`src/rtl/wb_pkg.sv`:
```
`default_nettype none
// ---------------------------------------------------------------------------
// wb_pkg : shared widths, FIFO entry type and writeback source select
// Revision 1.0
// ---------------------------------------------------------------------------
package wb_pkg;

  localparam int DATA_W = 32;
  localparam int ADDR_W = 4;

  typedef struct packed {
    logic [ADDR_W-1:0] wa;
    logic [DATA_W-1:0] data;
  } wb_entry_t;

  typedef enum logic [1:0] {
    SEL_IDLE   = 2'd0,
    SEL_ALU    = 2'd1,
    SEL_FIFO   = 2'd2,
    SEL_BYPASS = 2'd3
  } wb_sel_e;

  function automatic wb_entry_t make_entry(input logic [ADDR_W-1:0] wa,
                                           input logic [DATA_W-1:0] data);
    wb_entry_t e;
    e.wa   = wa;
    e.data = data;
    return e;
  endfunction

endpackage
`default_nettype wire

```
`src/rtl/wb_fifo.sv`:
```
`default_nettype none
// ---------------------------------------------------------------------------
// wb_fifo : DEPTH-entry FP result buffer, head visible combinationally
// Revision 1.0
// ---------------------------------------------------------------------------
module wb_fifo
  import wb_pkg::*;
#(
  parameter int DEPTH = 4
) (
  input  logic                   clk,
  input  logic                   reset,
  input  logic                   push,
  input  wb_entry_t              push_data,
  input  logic                   pop,
  output wb_entry_t              head,
  output logic [$clog2(DEPTH):0] count,
  output logic                   empty,
  output logic                   full
);
  localparam int PTR_W = $clog2(DEPTH);
  localparam logic [PTR_W:0] DEPTH_C = (PTR_W + 1)'(DEPTH);

  wb_entry_t        mem [DEPTH];
  logic [PTR_W-1:0] wr_ptr;
  logic [PTR_W-1:0] rd_ptr;
  logic             do_push;
  logic             do_pop;

  assign empty   = (count == '0);
  assign full    = (count == DEPTH_C);
  assign do_push = push && !full;
  assign do_pop  = pop && !empty;
  assign head    = mem[rd_ptr];

  always_ff @(posedge clk) begin
    if (do_push) begin
      mem[wr_ptr] <= push_data;
    end
  end

  // Power-of-two depth lets the pointers wrap by plain overflow.
  always_ff @(posedge clk or posedge reset) begin
    if (reset) begin
      wr_ptr <= '0;
      rd_ptr <= '0;
      count  <= '0;
    end else begin
      if (do_push) begin
        wr_ptr <= wr_ptr + 1'b1;
      end
      if (do_pop) begin
        rd_ptr <= rd_ptr + 1'b1;
      end
      case ({do_push, do_pop})
        2'b10:   count <= count + 1'b1;
        2'b01:   count <= count - 1'b1;
        default: count <= count;
      endcase
    end
  end

endmodule
`default_nettype wire

```
`src/rtl/wb_result_arbiter.sv`:
```
`default_nettype none
// ---------------------------------------------------------------------------
// wb_result_arbiter : merges ALU and buffered FP results onto one writeback port
// Optional WB_FP_BYPASS_EN: idle-cycle FP results skip the FIFO (1-cycle latency)
// Revision 1.0
// ---------------------------------------------------------------------------
module wb_result_arbiter
  import wb_pkg::*;
#(
  parameter int FIFO_DEPTH   = 4,
  parameter int STARVE_LIMIT = 3
) (
  input  logic                        clk,
  input  logic                        reset,
  input  logic                        alu_valid,
  input  logic [ADDR_W-1:0]           alu_wa,
  input  logic [DATA_W-1:0]           alu_result,
  output logic                        alu_stall,
  input  logic                        fp_valid,
  output logic                        fp_ready,
  input  logic [ADDR_W-1:0]           fp_wa,
  input  logic [DATA_W-1:0]           fp_result,
  output logic [ADDR_W-1:0]           WA3W,
  output logic                        RegWriteW,
  output logic [DATA_W-1:0]           ResultW,
  output logic [$clog2(FIFO_DEPTH):0] fifo_count
);
  localparam int AGE_W = $clog2(STARVE_LIMIT + 1) + 1;
  localparam logic [AGE_W-1:0] AGE_MAX = AGE_W'(STARVE_LIMIT);

  wb_sel_e          sel;
  wb_entry_t        fifo_head;
  logic             fifo_empty;
  logic             fifo_full;
  logic             fifo_push;
  logic             fifo_pop;
  logic [AGE_W-1:0] age;
  logic [AGE_W-1:0] age_next;

  wb_fifo #(
    .DEPTH (FIFO_DEPTH)
  ) u_fifo (
    .clk       (clk),
    .reset     (reset),
    .push      (fifo_push),
    .push_data (make_entry(fp_wa, fp_result)),
    .pop       (fifo_pop),
    .head      (fifo_head),
    .count     (fifo_count),
    .empty     (fifo_empty),
    .full      (fifo_full)
  );

  always_comb begin
    sel = SEL_IDLE;
    if (alu_valid && !alu_stall) begin
      sel = SEL_ALU;
    end else if (!fifo_empty) begin
      sel = SEL_FIFO;
    end
`ifdef WB_FP_BYPASS_EN
    else if (fp_valid) begin
      sel = SEL_BYPASS;
    end
`endif
  end

  // fp_ready reflects registered occupancy only; a same-cycle pop does not free a slot.
  assign fp_ready  = !fifo_full;
  assign fifo_pop  = (sel == SEL_FIFO);
  assign fifo_push = fp_valid && fp_ready && (sel != SEL_BYPASS);

  always_comb begin
    age_next = age;
    if (fifo_empty || fifo_pop) begin
      age_next = '0;
    end else if (age < AGE_MAX) begin
      age_next = age + 1'b1;
    end
  end

  always_ff @(posedge clk or posedge reset) begin
    if (reset) begin
      age       <= '0;
      alu_stall <= 1'b0;
      WA3W      <= '0;
      RegWriteW <= 1'b0;
      ResultW   <= '0;
    end else begin
      age       <= age_next;
      // The stall cycle always pops the head, so the stall self-clears after one cycle.
      alu_stall <= (age >= AGE_MAX) && !fifo_pop;
      case (sel)
        SEL_ALU: begin
          RegWriteW <= 1'b1;
          WA3W      <= alu_wa;
          ResultW   <= alu_result;
        end
        SEL_FIFO: begin
          RegWriteW <= 1'b1;
          WA3W      <= fifo_head.wa;
          ResultW   <= fifo_head.data;
        end
        SEL_BYPASS: begin
          RegWriteW <= 1'b1;
          WA3W      <= fp_wa;
          ResultW   <= fp_result;
        end
        default: begin
          RegWriteW <= 1'b0;
        end
      endcase
    end
  end

endmodule
`default_nettype wire

```
`config.mk`:
```
export PLATFORM = sky130hd
export DESIGN_NAME = wb_result_arbiter
export DESIGN_NICKNAME = d
export VERILOG_FILES = /design/src/rtl/wb_pkg.sv /design/src/rtl/wb_fifo.sv /design/src/rtl/wb_result_arbiter.sv
export SDC_FILE = /design/constraint.sdc
export NUM_CORES = 1
export LEC_CHECK = 0
export BUFFER_PORTS_ARGS = -buffer_cell sky130_fd_sc_hd__buf_4
export CAP_MARGIN = 20
export CELL_PAD_IN_SITES_DETAIL_PLACEMENT = 0
export CELL_PAD_IN_SITES_GLOBAL_PLACEMENT = 1
export CORE_MARGIN = 2
export CORE_UTILIZATION = 35
export DETAILED_ROUTE_END_ITERATION = 6
export GPL_TIMING_DRIVEN = 0
export PLACE_DENSITY = 0.64
export SYNTH_ARGS = -nofsm -noshare
export SYNTH_HDL_FRONTEND = slang
export SYNTH_SLANG_ARGS = --single-unit
```
`constraint.sdc`:
```
create_clock -name clk -period 2.1 [get_ports clk]
set_input_delay 0.105 -clock clk [delete_from_list [all_inputs] [get_ports clk]]
set_output_delay 0.105 -clock clk [all_outputs]
set_load 0.02 [all_outputs]
```
# Word level (Yosys, flattened, before mapping)
# Memories as Yosys holds them, arrays and structs flattened.
# Index checks and enable logic that the tools add are counted.
# word_totals
in_bits,76
latch_bits,0
mem_bits_ro,0
output_inout_bits,42
n_memories,1
word_cells,49
ff_bits,48
ram_bits,144
# op_classes
div_mod_pow,0
n_mux,10
mul,0
n_reduce_logical,16
n_bitwise,0
shifts,0
n_eq_ne,7
order_cmp,2
n_addsub,5
# mem_list
name,words,width,read_ports,rd_ports_with_merged_regs,write_ports,line_no,text
u_fifo.mem,4,36,1,0,1,wb_fifo.sv:24,wb_entry_t mem [DEPTH];
# op_table
operator,count
case mux 32 bit (3 select lines),1
case mux 4 bit (3 select lines),1
"adder 3 x 1 -> 3 bit, second input constant",2
"equality test 2 bit, second input constant",3
logical AND 1 bit,6
2-to-1 mux 3 bit,2
case mux 3 bit (2 select lines),1
"adder 2 x 1 -> 2 bit, second input constant",2
"equality test 2 x 1 -> 1 bit, second input constant",2
logical NOT 1 bit,4
2-to-1 mux 2 bit,2
nonzero test 2 bit,2
"equality test 3 bit, second input constant",1
">= comparator 3 x 2 -> 1 bit, second input constant",1
logical NOT 3 bit,1
"< comparator 3 x 2 -> 1 bit, second input constant",1
2-to-1 mux 1 bit,3
nonzero test 3 bit,1
OR reduction 3 bit,1
"subtractor 3 x 1 -> 3 bit, second input constant",1
"inequality test 2 bit, second input constant",1
logical OR 1 bit,1

# Logic depth before layout (Yosys ltp)
# Gate-level depths: netlist (run 1).
# depth
word_depth,8
depth_mapped,9
mapped_depth_nobuf,9

# Modules after synthesis
# From an unflattened synthesis (run 1), not the netlist that was laid out.
# hier_totals
hier_cells,369
hier_area_um2,7982.7
# by_module_without_submodules
module,seq_area_each_um2,n_inst,area_per_inst_um2,cells_per_inst
wb_fifo,4499.3,1,5639.2,226
wb_result_arbiter,1026.0,1,2343.5,143

# Worst setup path after synthesis (run 1)
# OpenSTA, ideal clock, no wires.
# synth_timing
path_type,register to register
start,register u_fifo.count[0]
end,register u_fifo.count[2]
stages_incl_launch_ff,10
period_less_slack_ns,2.352
required_ns,2.020
path_buffers,0
arrival_ns,2.272
setup_time_ns,0.080
slack_ns,-0.252
path_cell_list,dfrtp_1 -> or3b_1 -> and2_1 -> inv_1 -> ha_1 -> inv_1 -> fa_1 -> xor2_1 -> nor2_1 -> xor2_1
# synth_via
elab_cells_between_ends,18
classes_between,2 x add/sub; 5 x eq/ne; 3 x mux; 8 x reduce/logical
# synth_lines
item,line_no,text
from (decl),wb_fifo.sv:17,"output logic [$clog2(DEPTH):0] count,"
from (signal assigned),wb_fifo.sv:56,2'b10: count <= count + 1'b1;
from (signal assigned),wb_fifo.sv:57,2'b01: count <= count - 1'b1;
from (signal assigned),wb_fifo.sv:58,default: count <= count;
equality test 3 bit *,wb_fifo.sv:31,assign full = (count == DEPTH_C);
logical NOT 1 bit *,wb_result_arbiter.sv:69,assign fp_ready = !fifo_full;
net fp_ready,wb_result_arbiter.sv:20,"output logic fp_ready,"
logical AND 1 bit (2 in series),wb_result_arbiter.sv:71,assign fifo_push = fp_valid && fp_ready && (sel != SEL_BYPASS);
logical AND 1 bit *,wb_fifo.sv:32,assign do_push = push && !full;
equality test 2 x 1 -> 1 bit or equality test 2 bit (tied branches),wb_fifo.sv:55,"case ({do_push, do_pop})"
case mux 3 bit (2 select lines) or nonzero test 2 bit (tied branches),n/a,
# Mark *: on every way through the listed nets, which the timed path passes. The rest lies on a longest branch.
# A chain may end at the register's enable or synchronous reset.

# Final worst setup path (run 1)
# layout_timing
start,register u_fifo.count[0]
end,register u_fifo.count[2]
# layout_via
elab_chain_len,8
elab_cells_between_ends,18
classes_between,2 x add/sub; 5 x eq/ne; 3 x mux; 8 x reduce/logical
# layout_lines
item,line_no,text
logical NOT 3 bit,wb_fifo.sv:30,assign empty = (count == '0);
2-to-1 mux 2 bit,wb_result_arbiter.sv:58,end else if (!fifo_empty) begin
2-to-1 mux 2 bit,wb_result_arbiter.sv:56,if (alu_valid && !alu_stall) begin
inequality test 2 bit,wb_result_arbiter.sv:71,
logical AND 1 bit,wb_result_arbiter.sv:71,
logical AND 1 bit,wb_fifo.sv:32,
equality test 2 x 1 -> 1 bit or equality test 2 bit (tied branches),wb_fifo.sv:55,
case mux 3 bit (2 select lines) or nonzero test 2 bit (tied branches),n/a,
# Several ways; a longest one is shown, not always the timed one.

==> flow_metrics.env, run 1 <==
export IMPL_htree_num_levels=4
export IMPL_p_comb_share_pct=33.9
export IMPL_first_iter_violations=243
export IMPL_maxSlewViolCount=0
export IMPL_p_sw_mw=4.33
export IMPL_cts_buffers=17
export IMPL_relSlewSlack_pct=29.5
export IMPL_finalInstanceArea_um2=10100
export IMPL_power_total_mw=13.8
export IMPL_first_pass_iters=4
export IMPL_synthArstFlopShare_pct=25.0
export IMPL_endpoint="u_fifo.count[2]"
export IMPL_instances_no_fill=877
export IMPL_die_height_um=149
export IMPL_seq_power_share_pct=40.6
export IMPL_clockPowerShare_pct=25.5
export IMPL_drt_total_wl_mm=16.8
export IMPL_via_count=4258
export IMPL_synth_edff_count=144
export IMPL_vias_per_cell=4.86
export IMPL_hp_class="input port to flop"
export IMPL_placed_area_um2=8660
export IMPL_antenna_found_initial=1
export IMPL_cap_violations=0
export IMPL_rsz0062_at_grt="true"
export IMPL_dp_final_hpwl_mm=10.3
export IMPL_rows=53
export IMPL_synth_cell_type_count=29
export IMPL_synth_top_cells_by_area="edfxtp_1 59%, dfrtp_1 16%, mux4_2 11%"
export IMPL_clkLatencyLatePin_ns=0.42
export IMPL_netlist_area_um2=7390
export IMPL_fin_ws_ns=0.0134
export IMPL_portBuffers=117
export IMPL_reg2reg_slack_ns=0.01
export IMPL_gp_congestion=0.670
export IMPL_grt_max_degree=38
export IMPL_clock_path_buffers=2
export IMPL_synth_seq_area_share_pct=74.8
export IMPL_ant_nets=0
export IMPL_timing_worst_setup_path_type="flop to flop"
export IMPL_dpl_worst_slack_ns=-0.394
export IMPL_outcome="complete, no violations"
export IMPL_wire_per_inst_um=19.2
export IMPL_synth_most_common_cell="edfxtp_1"
export IMPL_clock_skew_ns=0.0107
export IMPL_fmax_mhz=479
export IMPL_peakVddDrop_mv=0.664
export IMPL_root_buffer="clkbuf_16"
export IMPL_avgSynthCellArea_um2=19.9
export IMPL_internal_power_mw=9.48
export IMPL_timing_rr_end="u_fifo.count[2]"
export IMPL_finalHoldViolCount=0
export IMPL_fillers=1793
export IMPL_grt_usage_pct=15.7
export IMPL_core_region_area_um2=20900
export IMPL_leakagePower_nw=3.93
export IMPL_p_per_area_nw_per_um2=1360
export IMPL_num_nets_final=672
export IMPL_period_share_pct=99.4
export IMPL_yosysTopAreaCell="edfxtp_1"
export IMPL_holdCritStartpoint="fp_valid"
export IMPL_ioPinCount=118
export IMPL_syn_nets=456
export IMPL_crit_fanout=5
export IMPL_r2r_cells=9
export IMPL_grt_overflow_total=0
export IMPL_setup_viol=0
export IMPL_ys_ff_latch=192
export IMPL_path_clk_slew_ns=0.07
export IMPL_startpoint_type="flop"
export IMPL_drcViolationCount=0
export IMPL_area_delta_synth_final_pct=37.0
export IMPL_netlist_instances=372
export IMPL_grt_pass1_wl_mm=25.4
export IMPL_clock_sinks=192
export IMPL_cp_arrival_ns=2.42
export IMPL_grt_pass1_vias=4452
export IMPL_dpl_cell_count=765
export IMPL_drive_gt1_share_pct=36.4
export IMPL_synth_ff_type="edfxtp_1"
export IMPL_fin_setup_tns_ns=0
export IMPL_tightestPinTransition_ns=1.06
export IMPL_switching_share_pct=31.4
export IMPL_crit_start="u_fifo.count[0]"
export IMPL_r2r_start="u_fifo.count[0]"
export IMPL_ys_warn_count=0
export IMPL_fp_dieArea_um2=22300
export IMPL_critPathRequiredTime_ns=2.44
export IMPL_cts_tree="built"
export IMPL_synth_top_cell_area_share_pct=58.5
export IMPL_synthTopCellsByCount="144 x edfxtp_1, 48 x dfrtp_1, 40 x and3_1"
export IMPL_fin_crit_ns=2.09
export IMPL_initial_utilization_pct=35.4
export IMPL_die_w_um=149
export IMPL_worstSetupEndpointType="flop"
[area by class of cell]
cell class,instances,area [µm²],share of cell area (%)
plain buffers,24,123,1.21
inverters,8,30.0,0.297
repair buffers,197,1690,16.7
diodes,1,2.50,0.0247
flip-flops and latches,192,5530,54.6
well taps,275,344,3.40
multi-input cells,148,1750,17.3
clock buffers,19,453,4.48
clock inverters,13,200,1.98
[metal layers]
layer	global-route usage [%]	part of all wire (%)	vias to the layer above
met2	25.8	51	114
met4	5.00	0.28	0
met1	21.1	43	2175
met3	3.30	5.1	4
met5	0	0	-
li1	-	-	1965
[power by group through the flow]
stage               clock [mW]  sequential (mW)  combinational, mW
finish                    3.51             5.61               4.69
global route              3.76             5.70               5.07
CTS                       3.59             5.62               4.77
detailed placement           0             5.68               4.59
global placement             0             5.63               4.50
floorplan                    0             6.05               2.44
[critical path, stage by stage (launching register included)]
cell     delay [ns]
dfrtp_2        0.44
or3b_4         0.44
and2_4         0.18
inv_2          0.06
ha_4           0.13
inv_2          0.03
fa_2           0.32
xor2_1         0.14
nor2_1         0.11
xor2_1         0.15
[repair_timing]
action	4_1_cts	5_1_grt
resized for setup	4	4
buffers inserted	3	2
endpoints found under the setup margin	16	45
hold endpoints to repair	228	0
pin swaps	1	5
hold buffers	73	0
[how the worst min path moves through the flow]
stage          cells past startpoint                end  slack (ns)
6_report                           4   u_fifo.wr_ptr[0]        0.13
5_1_grt                            4   u_fifo.wr_ptr[0]        0.12
4_1_cts                            3   u_fifo.wr_ptr[0]        0.02
3_5_place_dp                       2          RegWriteW        0.09
3_3_place_gp                       1  u_fifo.mem[0][21]        0.30
2_1_floorplan                      0   u_fifo.mem[0][0]        0.20
[per-stage QoR]
| step | util, % | hold slack, ns |
|---|---|---|
| floorplan | - | 0.204 |
| global placement | 41.4 | 0.305 |
| detailed placement | 41.5 | 0.0894 |
| CTS | 48.2 | 0.0216 |
| global route | 48.4 | 0.116 |
| finish | 48.4 | 0.130 |
[cells in the final DEF, fill, tap and decap left out, types with 2 or more instances in the layout]
cell,Yosys,routed
buf_12,0,2
inv_1,8,5
mux4_2,36,36
bufinv_16,0,4
xor2_1,4,4
buf_6,3,3
xnor2_1,2,2
clkbuf_2,0,5
buf_2,3,3
dfrtp_1,48,45
inv_2,0,3
edfxtp_1,144,144
dfrtp_2,0,3
nor2_1,6,6
dlygate4sd3_1,0,73
buf_4,0,122
nand2_1,2,2
and3_2,0,3
ha_1,7,6
clkinvlp_4,0,3
clkbuf_1,16,12
clkbuf_16,0,17
and3_1,40,36
inv_8,0,2
clkinv_4,0,2
a211oi_1,2,2
a221o_1,36,36
inv_6,0,2
clkbuf_8,0,2
[sequential cells by signal, indices dropped and copies added (netlist names), 2 cells and up]
register	flops
age	3
u_fifo.count	3
u_fifo.rd_ptr	2
u_fifo.mem	144
WA3W	4
ResultW	32
u_fifo.wr_ptr	2
[kinds of logic after synthesis]
family,after synthesis,synth area share [%]
simple gates,55,4.47
xor+xnor,6,0.711
buf+inv,32,1.98
flops,192,74.8
compound gates,41,5.33
fa+ha+maj,8,1.46
mux,38,11.3
Power figures use the tool's default switching activity.
==> inputs of run 2 (changes only) <==
--- a/config.mk
+++ b/config.mk
@@ -11,9 +11,11 @@
 export CELL_PAD_IN_SITES_GLOBAL_PLACEMENT = 1
 export CORE_MARGIN = 2
 export CORE_UTILIZATION = 35
+export CTS_BUF_LIST = sky130_fd_sc_hd__clkbuf_4
 export DETAILED_ROUTE_END_ITERATION = 6
 export GPL_TIMING_DRIVEN = 0
-export PLACE_DENSITY = 0.64
+export PLACE_DENSITY = 0.7
+export SETUP_SLACK_MARGIN = 0.5
 export SYNTH_ARGS = -nofsm -noshare
 export SYNTH_HDL_FRONTEND = slang
 export SYNTH_SLANG_ARGS = --single-unit
==> run 2 against run 1 <==
  * Final cell count increased by 5.8%
  * Sequential power about the same
  * Design area increased by 6.1%
  * Combinational power increased by 39%
  * Highest routed layer unchanged
==> flow_metrics.env, run 2 (synthesis gave the netlist of run 1 again) <==
export IMPL_outcome="complete, no violations"
export IMPL_rsz0062_at_grt="true"
export IMPL_die_height_um=149
export IMPL_clock_sinks=192
export IMPL_crit_fanout=4
export IMPL_fin_crit_ns=2.05
export IMPL_grt_pass1_vias=4851
export IMPL_area_delta_synth_final_pct=45.4
export IMPL_drcViolationCount=0
export IMPL_switching_share_pct=33.3
export IMPL_reg_top3="u_fifo.mem: 144 flops, ResultW: 32 flops, WA3W: 4 flops"
export IMPL_num_nets_final=724
export IMPL_setup_viol=0
export IMPL_rows=53
export IMPL_drt_total_wl_mm=20.0
export IMPL_seq_power_share_pct=39.4
export IMPL_cts_tree="built"
export IMPL_diodes=0
export IMPL_p_sw_mw=4.74
export IMPL_htree_num_levels=4
export IMPL_via_count=4694
export IMPL_critPathRequiredTime_ns=2.61
export IMPL_vias_per_cell=5.06
export IMPL_instances_no_fill=928
export IMPL_first_iter_violations=255
export IMPL_cts_buffers=17
export IMPL_cp_arrival_ns=2.56
export IMPL_period_share_pct=97.7
export IMPL_startpoint_type="flop"
export IMPL_final_cell_mix="144 x edfxtp_1, 131 x buf_4, 73 x dlygate4sd3_1"
export IMPL_die_w_um=149
export IMPL_p_per_area_nw_per_um2=1320
export IMPL_worstSetupEndpointType="flop"
export IMPL_reg2reg_slack_ns=0.05
export IMPL_dp_final_hpwl_mm=10.7
export IMPL_grt_pass1_wl_mm=29.2
export IMPL_finalHoldViolCount=0
export IMPL_clock_path_buffers=2
export IMPL_largest_reg_flops=144
export IMPL_p_comb_share_pct=45.7
export IMPL_ant_nets=0
export IMPL_grt_usage_pct=18.4
export IMPL_timing_worst_setup_path_type="flop to flop"
export IMPL_internal_power_mw=9.48
export IMPL_first_pass_iters=4
export IMPL_hp_class="input port to flop"
export IMPL_ioPinCount=118
export IMPL_path_clk_slew_ns=0.17
export IMPL_crit_chain="or3b_4 > and2_4 > inv_2 > ha_4 > inv_2 > fa_2 > xor2_1 > nor2_1 > xor2_1"
export IMPL_cpMaxStageDelayCell="dfrtp_2"
export IMPL_grt_overflow_total=0
export IMPL_peakVddDrop_mv=0.586
export IMPL_clkLatencyLatePin_ns=0.57
export IMPL_gp_congestion=0.673
export IMPL_cap_violations=0
export IMPL_final_common_cell="edfxtp_1"
export IMPL_maxSlewViolCount=0
export IMPL_leakagePower_nw=4.24
export IMPL_grt_max_degree=29
export IMPL_tightestPinTransition_ns=0.561
export IMPL_antenna_found_initial=0
export IMPL_portBuffers=117
export IMPL_finish_utilization_pct=51.4
export IMPL_clockPowerShare_pct=14.9
export IMPL_dpl_cell_count=765
export IMPL_max_stage_delay_ns=0.47
export IMPL_relSlewSlack_pct=62.5
export IMPL_fillers=1753
export IMPL_fmax_mhz=487
export IMPL_root_buffer="clkbuf_4"
export IMPL_fp_dieArea_um2=22300
export IMPL_regMostFlops="u_fifo.mem"
export IMPL_clock_skew_ns=0.0245
export IMPL_drive_gt1_share_pct=43.3
export IMPL_core_region_area_um2=20900
export IMPL_wire_per_inst_um=21.6
export IMPL_initial_utilization_pct=35.4
==> run 2: timing repair <==
action / 4_1_cts / 5_1_grt
gates resized for setup: 51 / 41
setup buffers: 30 / 12
setup endpoints to repair: 190 / 184
gates cloned: 12 / 4
pin swaps: 39 / 11
hold buffers: 73 / 0
hold endpoints to repair: 228 / 0
==> run 2: per-layer routing <==
layer / GRT usage (%) / vias up / share of wire [%]
li1: - / 2086 / -
met1: 24.7 / 2450 / 45
met2: 31.2 / 141 / 50
met3: 3.46 / 17 / 4.5
met4: 4.10 / 0 / 1.1
met5: 0 / - / 0
==> run 2: final cells by class <==
class	count	area [µm²]	area share (%)
repair buffers	242	2430	22.6
flip-flops and latches	192	5530	51.5
plain buffers	24	243	2.26
clock inverters	15	183	1.70
clock buffers	17	128	1.19
inverters	8	30.0	0.280
well taps	275	344	3.20
multi-input cells	155	1860	17.3
==> run 2: metrics by stage <==
step | hold slack [ns] | area (µm²) | power [mW] | setup TNS, ns | worst slack [ns]
floorplan | 0.204 | 7430 | 8.51 | -0.0121 | -0.0121
global placement | 0.305 | 8650 | 10.1 | -3.07 | -0.366
detailed placement | 0.186 | 8670 | 10.3 | -1.67 | -0.424
CTS | 0.0243 | 10400 | 13.9 | 0 | 0.0439
global route | 0.0142 | 10700 | 14.9 | -0.0257 | -0.0257
finish | 0.0820 | 10700 | 14.2 | 0 | 0.0477
==> run 2: critical path, delay by kind of cell (launching register included) <==
kind | cells | cell delay [ns]
flops | 1 | 0.47
simple gates | 3 | 0.69
fa+ha+maj | 2 | 0.45
buf+inv | 2 | 0.09
xor+xnor | 2 | 0.29
==> run 2: path summary, 6_finish.rpt <==
path / from / end / cells after the start
max reg2reg: u_fifo.count[0] / u_fifo.count[2] / 9
max in group asynchronous: reset / ResultW[3] / 4
min: fp_valid / u_fifo.mem[3][22] / 2
min in group asynchronous: reset / u_fifo.count[2] / 3
min reg2reg: age[0] / age[0] / 1
max: u_fifo.count[0] / u_fifo.count[2] / 9
==> run 2: power by group through the flow <==
| stage | logic (mW) | registers, mW | clock network [mW] |
|---|---|---|---|
| floorplan | 2.47 | 6.05 | 0 |
| global placement | 4.52 | 5.63 | 0 |
| detailed placement | 4.63 | 5.68 | 0 |
| CTS | 6.09 | 5.59 | 2.18 |
| global route | 6.92 | 5.69 | 2.33 |
| finish | 6.51 | 5.60 | 2.12 |
==> inputs of run 3 (changes only) <==
--- a/config.mk
+++ b/config.mk
@@ -14,8 +14,9 @@
 export CTS_BUF_LIST = sky130_fd_sc_hd__clkbuf_4
 export DETAILED_ROUTE_END_ITERATION = 6
 export GPL_TIMING_DRIVEN = 0
-export PLACE_DENSITY = 0.7
+export PLACE_DENSITY = 0.69
 export SETUP_SLACK_MARGIN = 0.5
 export SYNTH_ARGS = -nofsm -noshare
 export SYNTH_HDL_FRONTEND = slang
+export SYNTH_HIERARCHICAL = 1
 export SYNTH_SLANG_ARGS = --single-unit
==> run 3 against run 2 <==
  * Critical path type unchanged
  * Maximum frequency decreased by 4.5%
  * Setup slack worse by 0.097 ns
  * The flow now finishes with violations (negative setup slack)
  * Clock skew grew 0.0047 ns
  * Clock-buffer cell count rose by 3
==> flow_metrics.env, run 3 <==
export IMPL_leakagePower_nw=4.49
export IMPL_setup_viol=1
export IMPL_synth_most_common_cell="edfxtp_1"
export IMPL_reg_top3="u_fifo/mem: 144 flops, ResultW: 32 flops, WA3W: 4 flops"
export IMPL_failed_checks="negative setup slack"
export IMPL_fin_ws_ns=-0.0496
export IMPL_final_cell_mix="144 x edfxtp_1, 138 x buf_4, 74 x dlygate4sd3_1"
export IMPL_vias_per_cell=4.68
export IMPL_relSlewSlack_pct=71.7
export IMPL_top_usage_layer="met2"
export IMPL_drcViolationCount=0
export IMPL_max_stage_delay_ns=0.47
export IMPL_fin_crit_ns=2.15
export IMPL_portBuffers=117
export IMPL_critPathRequiredTime_ns=2.58
export IMPL_use_met3_pct=3.18
export IMPL_grt_max_degree=28
export IMPL_worstSetupEndpointType="flop"
export IMPL_fmax_mhz=465
export IMPL_synth_edff_count=144
export IMPL_ys_warn_count=6
export IMPL_wire_per_inst_um=19.9
export IMPL_grtUsageMet2_pct=29.0
export IMPL_crit_chain="nor3_4 > buf_6 > buf_12 > clkinv_4 > and2_4 > o31a_1 > ha_4 > inv_2 > fa_2 > xor2_1 > nor2_1 > xor2_1"
export IMPL_ant_nets=0
export IMPL_dp_final_hpwl_mm=9.89
export IMPL_drt_total_wl_mm=18.8
export IMPL_grt_overflow_total=0
export IMPL_netlist_area_um2=7980
export IMPL_grt_pass1_vias=4765
export IMPL_syn_nets=453
export IMPL_register_area_um2=5530
export IMPL_fp_dieArea_um2=24000
export IMPL_grt_pass1_wl_mm=28.4
export IMPL_largest_reg_flops=144
export IMPL_clkLatencyLatePin_ns=0.56
export IMPL_path_clk_slew_ns=0.14
export IMPL_timing_worst_setup_path_type="flop to flop"
export IMPL_cts_tree="built"
export IMPL_outcome="finished, violations left"
export IMPL_ys_ff_latch=192
export IMPL_peakVddDrop_mv=0.701
export IMPL_drive_gt1_share_pct=55.3
export IMPL_first_iter_violations=247
export IMPL_tightestPinTransition_ns=0.424
export IMPL_clock_sinks=192
export IMPL_regMostFlops="u_fifo/mem"
export IMPL_synth_cell_type_count=30
export IMPL_htree_num_levels=4
export IMPL_num_nets_final=727
export IMPL_synth_seq_area_share_pct=69.2
export IMPL_period_share_pct=102
export IMPL_p_per_area_nw_per_um2=1370
export IMPL_die_height_um=155
export IMPL_hp_class="input port to async pin"
export IMPL_cp_arrival_ns=2.62
export IMPL_startpoint_type="flop"
export IMPL_maxSlewViolCount=0
export IMPL_rows=55
export IMPL_path_buf_inv=4
export IMPL_cts_buffers=17
export IMPL_root_buffer="clkbuf_4"
export IMPL_area_delta_synth_final_pct=42.4
export IMPL_finalHoldViolCount=0
export IMPL_cts_hold_buf=74
export IMPL_antenna_found_initial=1
export IMPL_synth_top_cells_by_area="edfxtp_1 54%, dfrtp_1 15%, mux2_4 12%"
export IMPL_clock_skew_ns=0.0293
export IMPL_synthArstFlopShare_pct=25.0
export IMPL_die_w_um=155
export IMPL_crit_fanout=3
export IMPL_grt_met1_usage_pct=21.4
export IMPL_final_common_cell="edfxtp_1"
export IMPL_synth_top_cell_area_share_pct=54.2
export IMPL_grt_usage_pct=16.5
export IMPL_ioPinCount=118
export IMPL_cp_top_family="adder cells"
export IMPL_clock_path_buffers=2
export IMPL_via_count=4408
export IMPL_power_total_mw=15.6
export IMPL_core_region_area_um2=22500
export IMPL_first_pass_iters=4
export IMPL_synthTopCellsByCount="144 x edfxtp_1, 66 x mux2_4, 48 x dfrtp_1"
export IMPL_yosysTopAreaCell="edfxtp_1"
export IMPL_rsz0062_at_grt="true"
export IMPL_cap_violations=0
export IMPL_dpl_worst_slack_ns=-0.193
export IMPL_synth_ff_type="edfxtp_1"
export IMPL_fillers=1864
export IMPL_multiInputGateArea_um2=2350
export IMPL_initial_utilization_pct=35.5
export IMPL_avgSynthCellArea_um2=21.6
export IMPL_cpMaxStageDelayCell="dfrtp_2"
export IMPL_netlist_instances=369
export IMPL_cp_common_cell="xor2_1"
export IMPL_gp_congestion=0.721
run 3: cell count changes in the layout (fill, tap and decap cells not counted), moves of 7 or more:
cell and delta:
and2_4 +8, and3_4 -11, a221o_1 -36, buf_4 +7, mux2_4 +69, and3_1 -36
run 3: final timing paths:
check                      slack, ns  depth (start not counted)               end              from
max reg2reg                    -0.05                         12   u_fifo/count[2]   u_fifo/count[1]
min in group clk                0.05                          5            age[0]         alu_valid
min                             0.05                          3   u_fifo/count[1]             reset
min reg2reg                     0.60                          1  u_fifo/wr_ptr[1]  u_fifo/wr_ptr[1]
max in group asynchronous       1.47                          4        ResultW[1]             reset
max                            -0.05                         12   u_fifo/count[2]   u_fifo/count[1]
run 3: through the flow:
step	instance area [µm²]	setup TNS [ns]	instances	util, %	hold WS, ns
2_1_floorplan	8030	-0.0428	369	-	-0.0918
3_3_place_gp	9270	-0.215	771	41.2	0.0670
3_5_place_dp	9290	-0.308	772	41.3	0.0821
4_1_cts	11300	-0.00465	936	50.0	0.000114
5_1_grt	11400	-0.130	942	50.5	-0.000433
6_report	11400	-0.0496	942	50.5	0.0462
run 3: layout make-up:
cell class / instances / area share, %
antenna: 1 / 0.0220
buffer: 18 / 2.23
clock buffer: 20 / 1.32
clock inverter: 12 / 1.19
inverter: 12 / 0.440
multi-input combinational: 151 / 20.7
sequential: 192 / 48.6
tap: 285 / 3.14
timing repair buffer: 251 / 22.3
run 3: where the power goes:
group          internal (mW)  leakage (nW)  switching (mW)
clock                  0.759         0.153            1.26
combinational           4.74          2.46            3.20
sequential              5.18          1.88           0.461
total                   10.7          4.49            4.93
run 3: what timing repair did:
item / in CTS / in global routing
gates resized for setup: 50 / 14
buffers inserted: 45 / 5
gates cloned: 13 / 0
setup endpoints to repair: 186 / 190
hold endpoints to repair: 230 / 2
pin swaps: 6 / 2
run 3: per-layer routing:
layer / wire length [µm] / vias up / share of wire [%]
li1: - / 2013 / -
met1: 8280 / 2298 / 44
met2: 9770 / 87 / 52
met3: 562 / 10 / 3.0
met4: 134 / 0 / 0.71
met5: 0 / - / 0
run 3: worst reg2reg max path, delay by kind of cell (launching register included):
family	cells	cell delay, ns
AOI/OAI and AO/OA	1	0.20
xor gates and xnor gates	2	0.32
adders and majority gates	2	0.49
buffers and inverters	4	0.31
DFF	1	0.47
and+or+nand+nor	3	0.30
run 3: cell families (layout without fill, tap and decap cells):
logic type,after synthesis,count (layout),synth area share (%)
DFF,192,192,69.2
muxes,110,110,23.7
buffers and inverters,30,313,3.10
and+or+nand+nor,15,19,1.19
adders and majority gates,8,8,1.35
AOI/OAI and AO/OA,8,8,0.799
xor gates and xnor gates,6,6,0.658
other,0,1,0
